File: config.mk
export PLATFORM = sky130hd
export DESIGN_NAME = fetch_stage
export DESIGN_NICKNAME = d
export VERILOG_FILES = /design/src/rtl/fetch_stage.sv
export SDC_FILE = /design/constraint.sdc
export NUM_CORES = 1
export LEC_CHECK = 0
export ABC_AREA = 1
export CELL_PAD_IN_SITES_DETAIL_PLACEMENT = 0
export CELL_PAD_IN_SITES_GLOBAL_PLACEMENT = 2
export CORE_AREA = 3 3 159 161
export DETAILED_ROUTE_END_ITERATION = 8
export DIE_AREA = 0 0 162 164
export PLACE_DENSITY_LB_ADDON = 0.15
export SETUP_SLACK_MARGIN = 0.05
export SYNTH_ARGS = -nofsm -noshare
export SYNTH_HDL_FRONTEND = slang
export SYNTH_SLANG_ARGS = --single-unit
File: constraint.sdc
create_clock -name clk -period 9.93 [get_ports clk]
set_input_delay 1.986 -clock clk [delete_from_list [all_inputs] [get_ports clk]]
set_output_delay 1.986 -clock clk [all_outputs]
set_load 0.03 [all_outputs]
File: src/rtl/fetch_stage.sv
// Instruction fetch stage: PC register, IF/ID pipeline latch, BOOT/RUN/HOLD
// control FSM and saturating stall/flush event counters.
module fetch_stage #(
   parameter logic [31:0] RESET_PC = 32'h0000_0000
) (
   input  logic        clk,
   input  logic        reset,
   input  logic        PCWrite,
   input  logic        IF_ID_Write,
   input  logic        flush,
   input  logic        redirect,
   input  logic [31:0] redirect_pc,
   input  logic [31:0] instr_mem_data,
   output logic [31:0] pc_out,
   output logic [31:0] IF_ID_Instr,
   output logic [31:0] IF_ID_PCplus4,
   output logic        IF_ID_Valid,
   output logic [1:0]  fe_state,
   output logic [15:0] stall_count,
   output logic [15:0] flush_count
);

   typedef enum logic [1:0] {
      ST_BOOT = 2'b00,
      ST_RUN  = 2'b01,
      ST_HOLD = 2'b10,
      ST_BAD  = 2'b11
   } fe_state_t;

   localparam logic [31:0] WORD_MASK = 32'hFFFF_FFFC;
   localparam logic [31:0] PC_INIT   = RESET_PC & WORD_MASK;

   fe_state_t   state_q, state_d;
   logic [31:0] pc_q, pc_d;
   logic [31:0] instr_q, instr_d;
   logic [31:0] pc4_q, pc4_d;
   logic        valid_q, valid_d;
   logic [15:0] stall_cnt_q, stall_cnt_d;
   logic [15:0] flush_cnt_q, flush_cnt_d;

   logic        stall_s;
   logic        active_s;
   logic [31:0] pc_plus4_s;
   logic [31:0] redirect_target_s;

   assign stall_s           = !PCWrite && !redirect;
   assign active_s          = (state_q != ST_BOOT);
   assign pc_plus4_s        = pc_q + 32'd4;
   assign redirect_target_s = redirect_pc & WORD_MASK;

   // Next-state logic for FSM, PC, IF/ID latch and event counters
   always_comb begin
      state_d     = ST_RUN;
      pc_d        = pc_q;
      instr_d     = instr_q;
      pc4_d       = pc4_q;
      valid_d     = valid_q;
      stall_cnt_d = stall_cnt_q;
      flush_cnt_d = flush_cnt_q;

      case (state_q)
         ST_BOOT: state_d = ST_RUN;
         ST_RUN:  state_d = stall_s ? ST_HOLD : ST_RUN;
         ST_HOLD: state_d = stall_s ? ST_HOLD : ST_RUN;
         default: state_d = ST_RUN;
      endcase

      if (!active_s) begin
         pc_d    = pc_q;
         instr_d = 32'h0000_0000;
         pc4_d   = 32'h0000_0000;
         valid_d = 1'b0;
      end else begin
         if (redirect) begin
            pc_d = redirect_target_s;
         end else if (!PCWrite) begin
            pc_d = pc_q;
         end else begin
            pc_d = pc_plus4_s;
         end

         // flush outranks IF_ID_Write so a squashed slot never survives a stall
         if (flush) begin
            instr_d = 32'h0000_0000;
            pc4_d   = 32'h0000_0000;
            valid_d = 1'b0;
         end else if (!IF_ID_Write) begin
            instr_d = instr_q;
            pc4_d   = pc4_q;
            valid_d = valid_q;
         end else begin
            instr_d = instr_mem_data;
            pc4_d   = pc_plus4_s;
            valid_d = 1'b1;
         end

         if (stall_s && (stall_cnt_q != 16'hFFFF)) begin
            stall_cnt_d = stall_cnt_q + 16'd1;
         end else begin
            stall_cnt_d = stall_cnt_q;
         end

         if (flush && (flush_cnt_q != 16'hFFFF)) begin
            flush_cnt_d = flush_cnt_q + 16'd1;
         end else begin
            flush_cnt_d = flush_cnt_q;
         end
      end
   end

   // State registers with asynchronous active-high reset
   always_ff @(posedge clk or posedge reset) begin
      if (reset) begin
         state_q     <= ST_BOOT;
         pc_q        <= PC_INIT;
         instr_q     <= 32'h0000_0000;
         pc4_q       <= 32'h0000_0000;
         valid_q     <= 1'b0;
         stall_cnt_q <= 16'h0000;
         flush_cnt_q <= 16'h0000;
      end else begin
         state_q     <= state_d;
         pc_q        <= pc_d;
         instr_q     <= instr_d;
         pc4_q       <= pc4_d;
         valid_q     <= valid_d;
         stall_cnt_q <= stall_cnt_d;
         flush_cnt_q <= flush_cnt_d;
      end
   end

   assign pc_out        = pc_q;
   assign IF_ID_Instr   = instr_q;
   assign IF_ID_PCplus4 = pc4_q;
   assign IF_ID_Valid   = valid_q;
   assign fe_state      = state_q;
   assign stall_count   = stall_cnt_q;
   assign flush_count   = flush_cnt_q;

endmodule
* Yosys cells after proc, flatten, opt, wreduce, memory -nomap -nowiden *
Cells that the tools add are included.

cells by class
  bitwise operators = 0
  shift operators = 0
  divide/modulo/power cells = 0
  reductions and logical operators = 11
  $lt $le $gt $ge = 0
  equality and inequality tests = 5
  $mul = 0
  mux-type cells = 13
  $add $sub $neg = 3

operator list
  operator                 count
  $mux W32                 8
  $add A16 B1 Y16 const B  2
  $add A32 B3 Y32 const B  1
  $ne A16 B16 Y1 const B   2
  $reduce_and A2 Y1        3
  $mux W2                  2
  $reduce_bool A2 Y1       2
  $logic_and A1 B1 Y1      3
  $mux W1                  3
  $ne A3 B3 Y1 const B     1
  $eq A2 B1 Y1 const B     1
  $eq A2 B2 Y1 const B     1
  $logic_not A1 Y1         2
  $reduce_or A2 Y1         1

word-level totals
  logic and storage cells = 39
  ROM bits = 0
  bits in latches = 0
  input port bits = 70
  memories = 0
  flip-flop bits (word level) = 131
  RAM bits = 0

* Logic depth before layout (Yosys ltp) *
  depth after elaboration = 4
  mapped depth = 10

* Worst setup path after synthesis *
Ideal clock, no wire load.

  path kind = in2reg
  start point = input flush
  end point = register pc4_q[10] (netlist: IF_ID_PCplus4[10])
  arrival = 2.843 ns
  required time = 9.809 ns
  path slack = 6.966 ns
  cell stages on the path = 6
  cell sequence = nor2_1 -> inv_2 -> nor2_2 -> nor2_1 -> buf_2 -> a22o_1

on the way
  word-level cells in the longest chain between the ends = 2
  elaborated cells on any way between the ends = 3
  classes of those cells = 1 x eq/ne; 2 x mux

ends and longest elaborated chain
  item                    line  text
  start: declaration      10    input logic flush,
  $mux W32                83    if (flush) begin
  $mux W32                68    if (!active_s) begin
  end signal: assignment  125   pc4_q <= pc4_d;
  end: declaration        36    logic [31:0] pc4_q, pc4_d;

Parallel ways exist; a longest one is shown, timed or not.
A chain may end at the register's enable or synchronous reset.

* Worst setup path after layout *
  start point = input redirect
  end point = register pc_q[7] (netlist: pc_out[7])

on the way
  word-level cells in the longest chain between the ends = 2
  elaborated cells on any way between the ends = 3
  classes of those cells = 1 x mux; 2 x reduce/logical

ends and longest elaborated chain
  item                                 line  text
  start: declaration                   11    input logic redirect,
  $reduce_bool A2 Y1 (no source line)  --
  $reduce_and A2 Y1 (no source line)   --
  end signal: assignment               123   pc_q <= pc_d;
  end: declaration                     34    logic [31:0] pc_q, pc_d;

Parallel ways exist; a longest one is shown, timed or not.

==> run summary <==
Gates resized, CTS repair -> 0
Worst R2R Path Depth -> 8
Clock tree buffer depth -> 2
Arrival time reported for the critical path endpoint -> 4.74 ns
DIE AREA -> 26600 sq um
Vias/cell -> 4.42
Startpoint Class -> input port
Number of antenna violations at the first check in global routing -> 0
Die extent in x -> 162 um
Kind of capture point of the worst setup path -> flop
# H-tree levels -> 4
Count of antenna diodes in the layout -> 0
Sequential element share of the synthesized area -> 47.9%
Port Buffers -> 196
Antenna Nets Post-Route -> 0
Floorplan core area -> 24100 sq um
Area share of the largest cell type after synthesis -> 47.9%
Rows -> 57
Non-Filler Cell Area, Final -> 9550 sq um
Net switching component of the power -> 0.706 mW
Worst clock skew -> 0.0198 ns
Comb pwr share -> 29.5%
Wire length of the first global-routing pass -> 34.7 mm
GRT Resource Usage Total -> 16.6%
Synthesized instance count -> 878
Number of max-capacitance violations reported -> 0
Cell internal pwr -> 1.17 mW
Initial standard-cell utilization of the core -> 27.8%
Unrepaired setup endpoints after global routing -> false
Vias in the first global route -> 6182
Global route total overflow -> 0
Biggest area contributors in the synthesized netlist -> sky130_fd_sc_hd__dfrtp_1 (48%), sky130_fd_sc_hd__nand2_1 (20%), sky130_fd_sc_hd__nor2_1 (5.7%)
End point of the critical path -> pc_out[7]
Hold Path Class -> flop to flop
Worst setup startpoint -> redirect
Clock transition time at the flip-flop clock pins of the worst setup and hold paths -> 0.06 ns
Highest clock frequency the design can meet -> 227 MHz
Clock root buffer -> sky130_fd_sc_hd__clkbuf_16
Netlist cell types -> 33
Static power due to leakage -> 4.42 nW
Part of the total power dissipated in the clock network -> 34.3%
Slew Limit Fails -> 0
Final weighted congestion in routability-driven placement -> 0.762
Worst path buffer plus inverter count -> 4
Total number of clock tree sinks -> 128
Number of hold buffers added after CTS -> 0
Flip-flop and latch area -> 3200 sq um
Filler cell count -> 2573
Run status -> complete, no violations
R2r startpoint -> fe_state[0]
First drt pass iteration count -> 5
Io pins -> 201
Post-place setup slack -> 5.09 ns
Setup ws final -> 5.53 ns
Peak ir drop on the vdd network -> 0.0927 mV
CTS tree -> done
Total stage count of the critical path -> 8
Total via count in the routed design -> 6216
Number of violations reported at the end of detailed-routing iteration 0 -> 350
Relative contribution of sequential cells to total power -> 36.2%
Final hold violations -> 0
Required @ worst endpoint -> 10.27 ns
Total negative slack for setup checks -> 0 ns
Library cell occupying the most area in the post-synthesis netlist -> sky130_fd_sc_hd__dfrtp_1
Final hold slack -> 0.478 ns
Buffers inserted by post-CTS timing repair -> 0
Number of synthesis warnings -> 0
CP delay by family, top -> buffers and inverters
Slowest cell on the critical path -> sky130_fd_sc_hd__clkdlybuf4s50_1
Die extent in y -> 164 um
Detailed-route wire length per cell -> 15.4 um
Setup slack on the worst flop-to-flop path -> 7.77 ns
Layout area overhead -> 42.8%
Post-detailed-placement cell area -> 8960 sq um
Worst Max-Slew Pin Slew -> 1.01 ns
Total clock buffers created by CTS -> 17
Pin count of the biggest net entering global routing -> 70
Synthesized area per cell -> 7.62 sq um
Final net count -> 1142
Flop and latch count out of synthesis -> 128
Power density over the cells -> 196 nW/um^2
Post-route minimum period -> 4.40 ns
Crit Path Category -> input port to flop
Highest net fanout along the worst path -> 23
Final period util -> 44.3%
Critical-path cell list -> clkdlybuf4s50_1 > nor2_1 > nor2_2 > buf_4 > inv_1 > buf_4 > a21oi_1 > a21oi_1
Post-Route WL -> 21.7 mm
Finish-stage setup viols -> 0
DR DRC count -> 0
Area used by multi-input combinational logic -> 3090 sq um
Max incr delay on CP -> 0.94 ns
Fraction of final layout cells with drive strength greater than 1 -> 5.74%
Reg-to-reg endpoint -> pc_out[7]
Switching portion of total power -> 37.6%
Clock insertion delay at the later pin of the skew report -> 0.43 ns
DP HPWL -> 15.4 mm
Relative slew slack -> 32.5%
Synthesized area -> 6690 sq um
-- how the worst min path moves through the flow --
stage	startpoint	endpoint	cells after the start
2_1_floorplan	IF_ID_PCplus4[19]	IF_ID_PCplus4[19]	2
3_3_place_gp	IF_ID_PCplus4[30]	IF_ID_PCplus4[30]	2
3_5_place_dp	IF_ID_PCplus4[22]	IF_ID_PCplus4[22]	2
4_1_cts	IF_ID_PCplus4[11]	IF_ID_PCplus4[11]	2
5_1_grt	IF_ID_PCplus4[24]	IF_ID_PCplus4[24]	2
6_report	IF_ID_PCplus4[11]	IF_ID_PCplus4[11]	2
-- state kept, by name (all words and copies together), names as in the netlist --
signal / count
pc_out: 30
stall_count: 16
IF_ID_Valid: 1
IF_ID_PCplus4: 31
fe_state: 2
IF_ID_Instr: 32
flush_count: 16
-- per-layer routing --
metal,vias to the layer above,global-route usage [%],wire length (um)
met5,-,0,0
met4,0,3.14,67
met3,2,4.51,1120
met2,153,26.0,9590
met1,2888,23.3,10900
li1,3173,-,-
-- cell usage after synthesis --
cell type,number
sky130_fd_sc_hd__nand2_1,349
sky130_fd_sc_hd__dfrtp_1,128
sky130_fd_sc_hd__nor2_1,102
sky130_fd_sc_hd__inv_1,61
sky130_fd_sc_hd__nand3_1,44
sky130_fd_sc_hd__a22o_1,37
sky130_fd_sc_hd__a21oi_1,22
sky130_fd_sc_hd__xor2_1,19
sky130_fd_sc_hd__clkbuf_1,17
sky130_fd_sc_hd__o21ai_0,17
sky130_fd_sc_hd__xnor2_1,12
sky130_fd_sc_hd__nand4_1,10
sky130_fd_sc_hd__buf_2,8
sky130_fd_sc_hd__nor3_1,6
sky130_fd_sc_hd__nor2_2,5
sky130_fd_sc_hd__buf_4,4
sky130_fd_sc_hd__ha_1,4
sky130_fd_sc_hd__inv_2,4
sky130_fd_sc_hd__nand2_2,4
sky130_fd_sc_hd__buf_6,3
sky130_fd_sc_hd__o21ai_1,3
sky130_fd_sc_hd__o22ai_1,3
sky130_fd_sc_hd__nand3_2,2
sky130_fd_sc_hd__nand3b_1,2
sky130_fd_sc_hd__nor2_4,2
sky130_fd_sc_hd__nor3_2,2
sky130_fd_sc_hd__o21a_1,2
sky130_fd_sc_hd__a31oi_1,1
sky130_fd_sc_hd__and2_1,1
sky130_fd_sc_hd__conb_1,1
sky130_fd_sc_hd__inv_4,1
sky130_fd_sc_hd__nor3b_1,1
sky130_fd_sc_hd__o21ai_4,1
-- layout make-up --
cell class | count | area share [%]
Tap cell | 324 | 4.24
Timing Repair Buffer | 202 | 21.0
Multi-Input combinational cell | 653 | 32.3
Clock buffer | 17 | 4.45
Clock inverter | 15 | 1.76
Sequential cell | 128 | 33.5
Inverter | 66 | 2.67
-- cell usage in the layout, fill, tap and decap left out --
master / n
sky130_fd_sc_hd__xor2_1: 19
sky130_fd_sc_hd__clkinv_4: 2
sky130_fd_sc_hd__buf_4: 6
sky130_fd_sc_hd__nor2_2: 5
sky130_fd_sc_hd__nand2_2: 4
sky130_fd_sc_hd__inv_4: 1
sky130_fd_sc_hd__nor3b_1: 1
sky130_fd_sc_hd__ha_1: 4
sky130_fd_sc_hd__xnor2_1: 12
sky130_fd_sc_hd__o21a_1: 2
sky130_fd_sc_hd__a21oi_1: 22
sky130_fd_sc_hd__nand4_1: 10
sky130_fd_sc_hd__inv_1: 60
sky130_fd_sc_hd__dfrtp_1: 128
sky130_fd_sc_hd__clkinv_8: 1
sky130_fd_sc_hd__inv_2: 4
sky130_fd_sc_hd__nand2_1: 349
sky130_fd_sc_hd__o21ai_4: 1
sky130_fd_sc_hd__a31oi_1: 1
sky130_fd_sc_hd__inv_6: 6
sky130_fd_sc_hd__o21ai_0: 17
sky130_fd_sc_hd__nor3_1: 6
sky130_fd_sc_hd__nand3_2: 2
sky130_fd_sc_hd__nor2_1: 100
sky130_fd_sc_hd__nand3b_1: 2
sky130_fd_sc_hd__bufinv_16: 1
sky130_fd_sc_hd__nand3_1: 44
sky130_fd_sc_hd__o22ai_1: 3
sky130_fd_sc_hd__nor2_4: 4
sky130_fd_sc_hd__inv_8: 4
sky130_fd_sc_hd__nor3_2: 2
sky130_fd_sc_hd__o21ai_1: 3
sky130_fd_sc_hd__a22o_1: 37
sky130_fd_sc_hd__conb_1: 2
sky130_fd_sc_hd__clkbuf_16: 17
sky130_fd_sc_hd__clkdlybuf4s50_1: 196
sky130_fd_sc_hd__and2_1: 1
sky130_fd_sc_hd__clkinvlp_4: 2
-- through the flow --
stage          std cells  total power, mW  utilization, %
6_report            1405             1.88            39.6
5_1_grt             1405             1.99            39.6
4_1_cts             1405             1.91            39.6
3_5_place_dp        1373             1.25            37.2
3_3_place_gp        1373             1.25            37.2
2_1_floorplan        879             1.00               -
-- power groups by stage --
stage	sequential [mW]	combinational, mW	clock, mW
3_5_place_dp	0.690	0.562	0
4_1_cts	0.681	0.564	0.666
6_report	0.679	0.554	0.643
3_3_place_gp	0.689	0.561	0
2_1_floorplan	0.810	0.190	0
5_1_grt	0.696	0.605	0.690
-- cells by family (layout without fill, tap and decap cells) --
group | after synthesis | count (layout) | synth area share (%)
AND/OR/NAND/NOR | 530 | 530 | 32.2
flip-flops | 128 | 128 | 47.9
buffers and inverters | 98 | 300 | 6.25
AO/OA/AOI/OAI | 86 | 86 | 8.83
XOR/XNOR | 31 | 31 | 4.06
adder cells (fa/ha/maj) | 4 | 4 | 0.748
other | 1 | 2 | 0.0561
-- tightest hold or removal path, delay by kind of cell (launching register included) --
kind	cells	cell delay [ns]
simple gates	2	0.11
flops	1	0.34
Note: power is estimated with default switching activity, not from simulation.
